**config.mk**
```make
export PLATFORM = sky130hd
export DESIGN_NAME = fx3_burst_writer
export DESIGN_NICKNAME = d
export VERILOG_FILES = /design/src/rtl/fx3_burst_writer.sv
export SDC_FILE = /design/constraint.sdc
export NUM_CORES = 1
export LEC_CHECK = 0
export ABC_AREA = 0
export BUFFER_PORTS_ARGS = -buffer_cell sky130_fd_sc_hd__buf_2
export CAP_MARGIN = 20
export CORE_ASPECT_RATIO = 0.75
export CORE_MARGIN = 4
export CORE_UTILIZATION = 45
export CTS_CLUSTER_DIAMETER = 120
export CTS_CLUSTER_SIZE = 24
export DETAILED_ROUTE_END_ITERATION = 8
export PLACE_DENSITY_LB_ADDON = 0.05
export SLEW_MARGIN = 20
export SYNTH_ARGS = -nofsm -noshare
export SYNTH_HDL_FRONTEND = slang
export SYNTH_SLANG_ARGS = --single-unit
```
**constraint.sdc**
```tcl
create_clock -name clock -period 5.3 [get_ports clock]
set_input_delay 0.795 -clock clock [delete_from_list [all_inputs] [get_ports clock]]
set_output_delay 0.795 -clock clock [all_outputs]
set_load 0.02 [all_outputs]
```
**src/rtl/fx3_burst_writer.sv**
```systemverilog
// Drains a show-ahead sample FIFO (or an internal test pattern) into the FX3 GPIF slave in watermark-terminated bursts.
// Latency: a word taken in cycle N is on fx3_databus with fx3_nWrite=0 in cycle N+1; fifoRead is combinational.
// Backpressure: an empty FIFO stalls the burst in place; deasserted runEnable or FX3 not-ready aborts to IDLE.
module fx3_burst_writer #(
  parameter int DATA_WIDTH  = 16,
  parameter int LEVEL_WIDTH = 12,
  parameter int START_LEVEL = 64,
  parameter int WM_LAG      = 4,
  parameter int BURST_LEN   = 8192,
  parameter int GAP_CYCLES  = 3
) (
  input  logic                   clock,
  input  logic                   nReset,
  input  logic                   runEnable,
  input  logic                   testMode,
  input  logic                   clearFlags,
  input  logic [DATA_WIDTH-1:0]  fifoData,
  input  logic                   fifoEmpty,
  input  logic [LEVEL_WIDTH-1:0] fifoLevel,
  output logic                   fifoRead,
  input  logic                   fx3_nReady,
  input  logic                   fx3_th0Ready,
  input  logic                   fx3_th0Watermark,
  output logic                   fx3_nWrite,
  output logic [DATA_WIDTH-1:0]  fx3_databus,
  output logic                   underrun,
  output logic                   capHit,
  output logic [31:0]            burstCount,
  output logic [2:0]             state
);

  localparam int CW = $clog2(BURST_LEN + 1);
  localparam int LW = $clog2(WM_LAG + 1);
  localparam int GW = $clog2(GAP_CYCLES + 1);

  typedef enum logic [2:0] {
    S_IDLE        = 3'd0,
    S_WAIT_THREAD = 3'd1,
    S_WAIT_DATA   = 3'd2,
    S_WRITE       = 3'd3,
    S_DRAIN       = 3'd4,
    S_GAP         = 3'd5
  } state_t;

  state_t                r_state;
  logic                  r_nwrite;
  logic [DATA_WIDTH-1:0] r_data;
  logic [DATA_WIDTH-1:0] r_pat;
  logic [CW-1:0]         r_word_cnt;
  logic [LW-1:0]         r_lag;
  logic [GW-1:0]         r_gap;
  logic                  r_underrun;
  logic                  r_cap;
  logic [31:0]           r_bc;

  logic                  w_active;
  logic                  w_xfer;
  logic                  w_take;
  logic                  w_stall;
  logic                  w_level_ok;
  logic [CW-1:0]         w_cnt_nxt;
  logic                  w_cap;
  logic                  w_burst_end;
  logic [DATA_WIDTH-1:0] w_word;

  // Word-transfer decode: which source feeds the bus and whether a word moves this cycle
  always_comb begin
    w_active    = runEnable && !fx3_nReady;
    w_xfer      = w_active && ((r_state == S_WRITE) || (r_state == S_DRAIN));
    w_take      = w_xfer && (testMode || !fifoEmpty);
    w_stall     = w_xfer && !testMode && fifoEmpty;
    w_level_ok  = (32'(fifoLevel) >= 32'(START_LEVEL));
    w_cnt_nxt   = r_word_cnt + CW'(1);
    w_cap       = w_take && (w_cnt_nxt == CW'(BURST_LEN));
    w_burst_end = w_cap || ((r_state == S_DRAIN) && w_take && (r_lag == LW'(1)));
    w_word      = testMode ? r_pat : fifoData;
    fifoRead    = w_xfer && !testMode && !fifoEmpty;
  end

  // Burst state machine with registered bus outputs, counters and sticky status
  always_ff @(posedge clock or negedge nReset) begin
    if (!nReset) begin
      r_state    <= S_IDLE;
      r_nwrite   <= 1'b1;
      r_data     <= '0;
      r_pat      <= '0;
      r_word_cnt <= '0;
      r_lag      <= '0;
      r_gap      <= '0;
      r_underrun <= 1'b0;
      r_cap      <= 1'b0;
      r_bc       <= '0;
    end else begin
      r_nwrite <= !w_take;
      if (w_take) begin
        r_data     <= w_word;
        r_pat      <= r_pat + DATA_WIDTH'(1);
        r_word_cnt <= w_cnt_nxt;
      end
      if (w_stall) begin
        r_underrun <= 1'b1;
      end

      if (!w_active) begin
        r_state <= S_IDLE;
      end else begin
        case (r_state)
          S_IDLE: r_state <= S_WAIT_THREAD;
          S_WAIT_THREAD: begin
            if (!fx3_th0Ready) r_state <= S_WAIT_DATA;
          end
          S_WAIT_DATA: begin
            if (w_level_ok || testMode) begin
              r_state    <= S_WRITE;
              r_pat      <= '0;
              r_word_cnt <= '0;
            end
          end
          S_WRITE, S_DRAIN: begin
            // Cap outranks both the watermark and an in-progress drain
            if (w_burst_end) begin
              r_state <= S_GAP;
              r_gap   <= GW'(GAP_CYCLES - 1);
              r_bc    <= r_bc + 32'd1;
              if (w_cap) r_cap <= 1'b1;
            end else if (w_take && (r_state == S_WRITE) && !fx3_th0Watermark) begin
              r_state <= S_DRAIN;
              r_lag   <= LW'(WM_LAG);
            end else if (w_take && (r_state == S_DRAIN)) begin
              r_lag <= r_lag - LW'(1);
            end
          end
          S_GAP: begin
            if (r_gap == '0) r_state <= S_WAIT_THREAD;
            else             r_gap   <= r_gap - GW'(1);
          end
          default: r_state <= S_IDLE;
        endcase
      end

      // Host clear overrides any set or increment in the same cycle
      if (clearFlags) begin
        r_underrun <= 1'b0;
        r_cap      <= 1'b0;
        r_bc       <= '0;
      end
    end
  end

  assign fx3_nWrite  = r_nwrite;
  assign fx3_databus = r_data;
  assign underrun    = r_underrun;
  assign capHit      = r_cap;
  assign burstCount  = r_bc;
  assign state       = r_state;

endmodule

```
==> key figures, run 1 <==
Status
  • Run status: complete, no violations

Setup path
  • Crit path kind: input port to register
  • Slowest-stage cell, CP: buf_2
  • Critical path depth: 10
  • CP max stage delay: 0.42 ns
  • R2R cell count: 9
  • Buf/Inv on CP: 4
  • CP Launch Point: testMode
  • CP max FO: 42
  • Cell family with most CP delay: buffers and inverters
  • Crit-path cells: buf_2 > nor2b_1 > a211oi_4 > buf_4 > inv_2 > a2111oi_4 > o2111ai_2 > buf_4 > a2111oi_2 > mux2_1
  • Startpoint types: input port
  • Worst path most repeated cell: buf_4
  • Worst r2r src: state[0]
  • Crit path DAT: 3.92 ns
  • Crit end category: register
  • Worst Path Required: around 5.5 ns

Clock network
  • CTS tree: built
  • CTS Root Cell: clkbuf_16
  • Latest clock arrival within the worst-skew pair: 0.33 ns
  • Clk buf depth: 2
  • Postcts setup bufs: 0
  • Clock buffer count from CTS: 9
  • Clock transition at path regs: 0.06 ns
  • Hold Buf Count CTS: 0
  • Clock sink count: 89
  • Post-cts resize count: 0
  • Htree depth: 3

Layout
  • Final instance area: approximately 6000 sq um
  • Share of post-route cells with drive strength above 1: between 20% and 30%
  • Fillcell total: 1,030
  • Inserted Diodes: 0
  • P&R area growth vs syn: 15.6%
  • Nets@finish: 671

Global routing
  • Initial antenna violation count: 0
  • First-pass GRT wire length: 20,200 microns
  • Global Route Usage Sum: 19.0%
  • Vias in the first global route: 4,100
  • Largest net degree at the start of global routing: 65
  • GRT overflow: 0

Synth
  • Yosys top cell area share: 43.1%
  • Synth top cells by count: 88 x dfrtp_1, 68 x nor2_1, 49 x nand2_1
  • FFs w/ async S/R, synth: 100%
  • Synth Flop Type: dfrtp_1
  • Mapped Nets: around 600
  • Syn avg cell area: 9.13 sq um
  • Synth Instances: ~560
  • Yosys cell types: 53
  • Post-synth top area cell: dfrtp_1
  • Number of enable flip-flop cells after synthesis: 0
  • Register area share after synthesis: 43.6%
  • Synth top area cells: dfrtp_1 43%, mux2_2 6.4%, nor2_1 5.0%
  • Flop and latch count out of synthesis: between 80 and 90
  • Most frequent cell after synthesis: dfrtp_1
  • Synth Warn #: 0
  • Mapped Area: 5110 sq um

Detailed routing
  • Vias: around 4,200
  • Vias per cell: approximately 5.5
  • Avg WL per Cell: 15.5 microns
  • Router iterations before antenna repair: 4
  • Iteration-0 DRC Markers: 216
  • DRC errors left: 0
  • Routed Antenna Nets: 0
  • Routed wire length: 12,000 microns

Floorplanning
  • I/O pin total: 92
  • Die Area: 13,100 sq um
  • Core area: 11,000 sq um
  • Initial core utilization: a little under half
  • Die W: 131 microns
  • FP Rows: 33
  • Die Ht: 100 microns

Placed design
  • Pre-CTS setup slack: between 1 and 1.5 ns
  • HPWL Detailed: 8290 microns
  • DP Area: between 5000 and 6000 sq um
  • Port-buffer cells: 85
  • Routability Congestion: 0.822

STA
  • Final Cycle Share: 70.0%
  • Setup TNS: 0 ns
  • Final setup margin: 1.59 ns
  • Max-slew headroom: 41.1%
  • Final Max Slew Viols: 0
  • Layout Skew: just under 0.005 ns
  • Worst Tran Pin Value: 0.883 ns
  • RSZ-0062 raised after global routing: false
  • Minimum clock period: between 3 and 4 ns
  • Final Hold Viols: 0
  • Setup Viol. Count Final: 0
  • Fmax: 270 MHz

Power and ir drop
  • VDD IR max: 0.175 mV
  • Power per cell area: approximately 230 nW/um^2
  • LEAKAGE: 2.73 nW

Hold path
  • Worst hold path class: input port to asynchronous set/reset pin

Run
  • MaxCap Viol Count: 0
==> power breakdown <==
group	leakage (nW)	internal [mW]	switching, mW
clock network	0.122	0.316	0.259
registers	1.22	0.695	0.0137
logic	1.39	0.0364	0.0615
==> logic make-up (layout without fill, tap and decap cells) <==
logic type                 count (synthesis)  in the layout  synth area share (%)
and+or+nand+nor                          249            249                  24.5
AOI/OAI and AO/OA                         96             96                  12.6
DFF                                       89             89                  43.6
muxes                                     48             48                  10.2
buffers and inverters                     48            122                  3.60
xor gates and xnor gates                  23             23                  3.95
adders and majority gates                  6              6                  1.47
==> cells in the final DEF, fill, tap and decap left out, types with 9 or more instances in the layout <==
| cell type | instances |
|---|---|
| buf_2 | 83 |
| nand4_1 | 24 |
| nand2_1 | 49 |
| xnor2_1 | 14 |
| nor3_1 | 10 |
| nor2_1 | 68 |
| dfrtp_1 | 88 |
| inv_1 | 14 |
| o21ai_0 | 26 |
| mux2_2 | 29 |
| clkbuf_16 | 9 |
| xor2_1 | 9 |
| and3_1 | 9 |
| a21oi_1 | 38 |
| nor2b_1 | 32 |
| mux2i_1 | 16 |
| nand3_1 | 22 |
==> cell type report <==
cell class / instances / area, sq um / share of cell area [%]
Clock buffer: 11 / 233 / 3.94
Timing Repair Buffer: 91 / 475 / 8.06
Inverter: 15 / 56.3 / 0.954
Multi-Input combinational cell: 422 / 2700 / 45.8
Sequential cell: 89 / 2230 / 37.8
Clock inverter: 5 / 32.5 / 0.551
Tap cell: 140 / 175 / 2.97
==> state kept, by name, indices dropped and copies added (netlist names), 2 cells and up <==
| signal | cells |
|---|---|
| burstCount | 32 |
| fx3_databus | 16 |
| r_pat | 16 |
| r_word_cnt | 14 |
| r_lag | 3 |
| state | 3 |
| r_gap | 2 |
==> routing by layer <==
| layer | GRT usage [%] | up-vias | part of all wire [%] |
|---|---|---|---|
| li1 | - | 2095 | - |
| met1 | 27.9 | 2048 | 49 |
| met2 | 28.7 | 96 | 44 |
| met3 | 4.10 | 10 | 5.6 |
| met4 | 4.27 | 0 | 1.0 |
| met5 | 0 | - | 0 |
==> stage by stage <==
step / std cells / total power, mW / hold WS (ns) / util (%)
3_5_place_dp: 757 / 0.821 / 0.465 / 51.1
6_report: 773 / 1.38 / 0.439 / 53.5
3_3_place_gp: 757 / 0.818 / 0.456 / 51.1
4_1_cts: 773 / 1.41 / 0.466 / 53.5
5_1_grt: 773 / 1.45 / 0.489 / 53.5
2_1_floorplan: 559 / 0.776 / 0.476 / -
==> path summary, 6_finish.rpt <==
path,end,slack [ns]
hold reg to reg,fx3_databus[14],0.47
min in group clock,fx3_databus[14],0.47
setup / recovery,burstCount[28],1.59
setup reg to reg,burstCount[28],1.73
hold / removal,fx3_databus[12],0.44
max in group asynchronous,r_word_cnt[1],3.85
No activity file was read; power rests on OpenSTA's default activity.
==> run 2, diff against run 1 <==
==> constraint.sdc (replaced) <==
create_clock -name clock -period 3.87 [get_ports clock]
set_input_delay 0.5805 -clock clock [delete_from_list [all_inputs] [get_ports clock]]
set_output_delay 0.5805 -clock clock [all_outputs]
set_load 0.02 [all_outputs]
==> run 2 against run 1 <==
Clock power up 55%. Design area increased by 1.2%. Utilization is 0.62 points higher. Via count up 1.1%. Die area did not move. Critical endpoint is now state[2]. Largest power group unchanged.
==> key figures, run 2 (synthesis results as in run 1) <==
Floorplanning
  • Die W: 131 microns
  • I/O pin total: 92
  • Die Ht: between 100 and 150 microns
  • FP Rows: 33
  • Core area: 11,000 sq um
  • Die Area: 13,100 sq um
  • Initial core utilization: 46.3%

Setup path
  • Slowest-stage cell, CP: o2111ai_1
  • R2R cell count: 7
  • CP max FO: 10
  • Reg2reg setup slack: 0.95 ns
  • Startpoint types: register
  • Crit path DAT: between 3 and 4 ns
  • Worst r2r src: r_word_cnt[0]
  • CP Capture Point: state[2]
  • CP max stage delay: slightly above 0.8 ns
  • Crit-path cells: ha_1 > nand2_1 > o211ai_1 > o21ai_0 > o2111ai_1 > nand3_1 > a21o_1
  • Reg-to-reg endpoint: state[2]
  • Crit end category: register
  • Critical path depth: 7
  • Crit path kind: register to register
  • CP Launch Point: r_word_cnt[0]
  • Buf/Inv on CP: 0
  • Worst Path Required: 4.10 ns
  • Cell family with most CP delay: compound AO/OA/AOI/OAI gates

Clock network
  • Htree depth: 3
  • CTS tree: built
  • Clock transition at path regs: about 0.070 ns
  • Post-cts resize count: 0
  • Clock sink count: 89
  • CTS Root Cell: clkbuf_16
  • Postcts setup bufs: 0
  • Clock buffer count from CTS: 9
  • Hold Buf Count CTS: 0
  • Clk buf depth: 2
  • Latest clock arrival within the worst-skew pair: approximately 0.34 ns

Layout
  • Storage element area: 2230 sq um
  • Most common library cell in the layout ignoring fill and taps: dfrtp_1
  • P&R area growth vs syn: 16.9%
  • Multi-input logic area: 2700 sq um
  • Final instance area: just under 6000 sq um
  • Nets@finish: 674
  • Inserted Diodes: 0
  • Largest register FFs: 32
  • Share of post-route cells with drive strength above 1: 23.9%
  • Fillcell total: 1,017
  • Commonest cells after routing, fill and taps aside: 88 x dfrtp_1, 84 x buf_2, 68 x nor2_1

Power and ir drop
  • LEAKAGE: 2.77 nW
  • Psw: 0.492 mW
  • VDD IR max: around 0.19 mV
  • Int Pwr: 1.51 mW
  • Reg power frac: 48.5%
  • Power per cell area: between 300 and 400 nW/um^2
  • Clock power share: 44.5%
  • Sw Share: roughly a quarter
  • Combinational Power Share: 7.0%

Global routing
  • Vias in the first global route: between 4,000 and 5,000
  • GRT overflow: 0
  • Largest net degree at the start of global routing: 65
  • Global Route Usage Sum: approximately a fifth
  • Initial antenna violation count: 0
  • First-pass GRT wire length: 20,600 microns

Detailed routing
  • Iteration-0 DRC Markers: 263
  • Vias per cell: approximately 5.5
  • DRC errors left: 0
  • Router iterations before antenna repair: 4
  • Vias: between 4,000 and 5,000
  • Avg WL per Cell: 15.7 microns
  • Routed Antenna Nets: 0
  • Routed wire length: 12,200 microns

STA
  • Fmax: around 340 MHz
  • Final Cycle Share: ~75%
  • Layout Skew: ~0.011 ns
  • Final Hold Viols: 0
  • Minimum clock period: 2.92 ns
  • Final Max Slew Viols: 0
  • Max-slew headroom: ~37%
  • Worst Tran Pin Value: 0.945 ns
  • Setup Viol. Count Final: 0
  • RSZ-0062 raised after global routing: false
  • Setup TNS: 0 ns

Placed design
  • DP Area: about 5600 sq um
  • Port-buffer cells: 85
  • Routability Congestion: 0.781
  • HPWL Detailed: 8340 microns

Hold path
  • Worst hold path class: input port to asynchronous set/reset pin

Status
  • Run status: complete, no violations

Run
  • MaxCap Viol Count: 0
==> run 2: cell types whose count changed in the layout (fill, tap and decap cells not counted), sizes merged <==
cell      change
clkbuf        -2
inv           +2
clkinvlp      -1
bufinv        +1
buf           +3
==> run 2: power groups by stage <==
stage / registers (mW) / clock network (mW) / logic (mW)
global route: 0.974 / 0.954 / 0.157
detailed placement: 0.988 / 0 / 0.139
floorplan: 0.996 / 0 / 0.0676
CTS: 0.970 / 0.919 / 0.140
finish: 0.970 / 0.891 / 0.139
global placement: 0.987 / 0 / 0.135
==> run 2: routing by layer <==
| layer | vias to the layer above | routed length, microns | track usage [%] |
|---|---|---|---|
| li1 | 2111 | - | - |
| met1 | 2102 | 6350 | 29.1 |
| met2 | 70 | 5230 | 28.9 |
| met3 | 11 | 488 | 3.67 |
| met4 | 0 | 104 | 4.43 |
| met5 | - | 0 | 0 |
==> run 2: final cells by class <==
cell class,instances,area share (%)
clock buffer,9,3.77
clock inverter,7,1.28
inverter,15,0.943
multi-input combinational,422,45.2
sequential,89,37.3
tap,140,2.93
timing repair buffer,94,8.51
==> run 2: how the worst min path moves through the flow <==
stage,slack [ns],to,from
3_3_place_gp,0.46,fx3_databus[11],fx3_databus[11]
6_report,0.33,fx3_databus[12],nReset
2_1_floorplan,0.28,burstCount[0],nReset
4_1_cts,0.36,fx3_databus[12],nReset
5_1_grt,0.40,fx3_databus[12],nReset
3_5_place_dp,0.47,fx3_databus[14],fx3_databus[14]
==> run 2: stage by stage <==
stage,total power [mW],cells,utilization [%],setup slack (ns),hold WS (ns)
floorplan,1.06,559,-,1.17,0.285
global placement,1.12,759,51.2,0.724,0.456
detailed placement,1.13,759,51.2,0.681,0.465
CTS,2.03,775,54.0,0.958,0.361
global route,2.09,776,54.1,0.751,0.399
finish,2.00,776,54.1,0.950,0.333
==> run 2: worst reg2reg max path: stages, from the launching register on <==
cell       delay (ns)
dfrtp_1          0.42
ha_1             0.25
nand2_1          0.18
o211ai_1         0.35
o21ai_0          0.21
o2111ai_1        0.81
nand3_1          0.32
a21o_1           0.26
==> run 3, diff against run 2 <==
==> constraint.sdc (replaced) <==
create_clock -name clock -period 2.9 [get_ports clock]
set_input_delay 0.435 -clock clock [delete_from_list [all_inputs] [get_ports clock]]
set_output_delay 0.435 -clock clock [all_outputs]
set_load 0.02 [all_outputs]
==> run 3 against run 2 <==
Worst setup slack got worse by 0.75 ns. First-iteration DRC count is 12% lower. Cell count grew 1.7%. Hold slack got worse by 0.26 ns. Global-route usage increased by 0.16 points. Routed wire length increased by 1.2%. Sequential power up 33%. Register-to-register slack worse by 0.75 ns.
==> key figures, run 3 (synthesis results as in run 1) <==
Global routing
  • GRT overflow: 0
  • Met3 Usage GRT: 4.73%
  • Largest net degree at the start of global routing: 42
  • Vias in the first global route: 4,111
  • Initial antenna violation count: 0
  • Global Route Usage Sum: around a fifth
  • Global-route track usage on met1: approximately 30%
  • First-pass GRT wire length: 20,600 microns
  • GRT busiest layer: met1
  • Routing usage on met2: 28.4%

Placed design
  • HPWL Detailed: 8770 microns
  • Port-buffer cells: 85
  • Routability Congestion: 0.812
  • DP Area: 5790 sq um

Layout
  • Nets@finish: between 600 and 700
  • Commonest cells after routing, fill and taps aside: 88 x dfrtp_1, 84 x buf_2, 68 x nor2_1
  • Fillcell total: 1,026
  • P&R area growth vs syn: 20.1%
  • Multi-input logic area: 2700 sq um
  • Share of post-route cells with drive strength above 1: 25.4%
  • Inserted Diodes: 0
  • Most common library cell in the layout ignoring fill and taps: dfrtp_1
  • Largest register FFs: 32
  • Storage element area: 2230 sq um
  • Final instance area: 6130 sq um

Detailed routing
  • DRC errors left: 0
  • Vias per cell: 5.48
  • Routed wire length: between 10,000 and 15,000 microns
  • Iteration-0 DRC Markers: 231
  • Avg WL per Cell: 15.6 microns
  • Vias: about 4,300
  • Router iterations before antenna repair: 4
  • Routed Antenna Nets: 0

Clock network
  • Clock sink count: 89
  • Postcts setup bufs: 0
  • Clk buf depth: 2
  • Clock buffer count from CTS: 9
  • Latest clock arrival within the worst-skew pair: 0.34 ns
  • Clock transition at path regs: 0.07 ns
  • Hold Buf Count CTS: 0
  • Post-cts resize count: 0
  • CTS tree: built
  • CTS Root Cell: clkbuf_16
  • Htree depth: 3

STA
  • Max-slew headroom: 62.3%
  • Worst Tran Pin Value: 0.565 ns
  • Fmax: 370 MHz
  • Setup TNS: 0 ns
  • Setup Viol. Count Final: 0
  • RSZ-0062 raised after global routing: false
  • Final Hold Viols: 0
  • Minimum clock period: around 2.7 ns
  • Final Cycle Share: 93.2%
  • Final Max Slew Viols: 0
  • Layout Skew: 0.00666 ns

Run
  • MaxCap Viol Count: 0

Power and ir drop
  • VDD IR max: 0.261 mV
  • Power Total: 2.83 mW
  • LEAKAGE: between 2 and 3 nW
  • Power per cell area: around 460 nW/um^2

Floorplanning
  • Core area: 11,000 sq um
  • FP Rows: 33
  • Initial core utilization: 46.3%
  • Die Ht: 100 microns
  • Die W: 131 microns
  • I/O pin total: 92
  • Die Area: around 13,000 sq um

Status
  • Run status: complete, no violations

Setup path
  • Crit path kind: register to register
  • Crit path DAT: 2.92 ns
  • Worst Path Required: 3.12 ns
  • CP max FO: 33
  • Startpoint types: register
  • Crit end category: register

Hold path
  • Worst hold path class: input port to asynchronous set/reset pin
## run 3: worst paths after layout
check	to	from	cells past startpoint	slack, ns
worst max register to register	burstCount[28]	r_word_cnt[4]	7	0.20
worst min register to register	fx3_databus[14]	fx3_databus[14]	2	0.47
worst max-delay path	burstCount[28]	r_word_cnt[4]	7	0.20
max in group asynchronous	r_word_cnt[8]	nReset	2	2.15
worst min-delay path	fx3_databus[12]	nReset	1	0.08
min in group clock	fx3_databus[10]	fifoData[10]	3	0.38
## run 3: cell type report
cell class              count  area share (%)
well taps                 140            2.86
multi-input cells         422            44.0
clock buffers               9            3.67
flip-flops and latches     89            36.3
inverters                  15           0.918
clock inverters             7            1.94
repair buffers            107            10.3
## run 3: power breakdown
part           leakage, nW  switching (mW)  internal [mW]  total [mW]
combinational         1.49           0.120         0.0764       0.196
clock                0.162           0.503          0.842        1.34
sequential            1.22          0.0208           1.27        1.29
total                 2.87           0.644           2.19        2.83
## run 3: per-layer routing
layer	up-vias	wire length, microns
met3	5	567
met2	99	5340
met5	-	0
met4	0	66
li1	2135	-
met1	2085	6340
## run 3: worst max-delay path, cell delays in order, from the launching register on
cell	delay [ns]
dfrtp_1	0.44
or3_1	0.39
mux2_2	0.29
a2111oi_4	0.36
o2111ai_2	0.20
buf_12	0.21
a2111oi_2	0.33
mux2_1	0.35
## run 3: per-stage QoR
step,util [%],instances,worst slack (ns),hold slack (ns)
final,55.6,789,0.197,0.0752
after global routing,55.6,789,0.0710,0.110
after CTS,55.6,789,0.165,0.0846
after detailed placement,52.5,773,0.174,0.465
after global placement,52.5,773,0.262,0.455
after floorplan,-,559,0.201,0.139
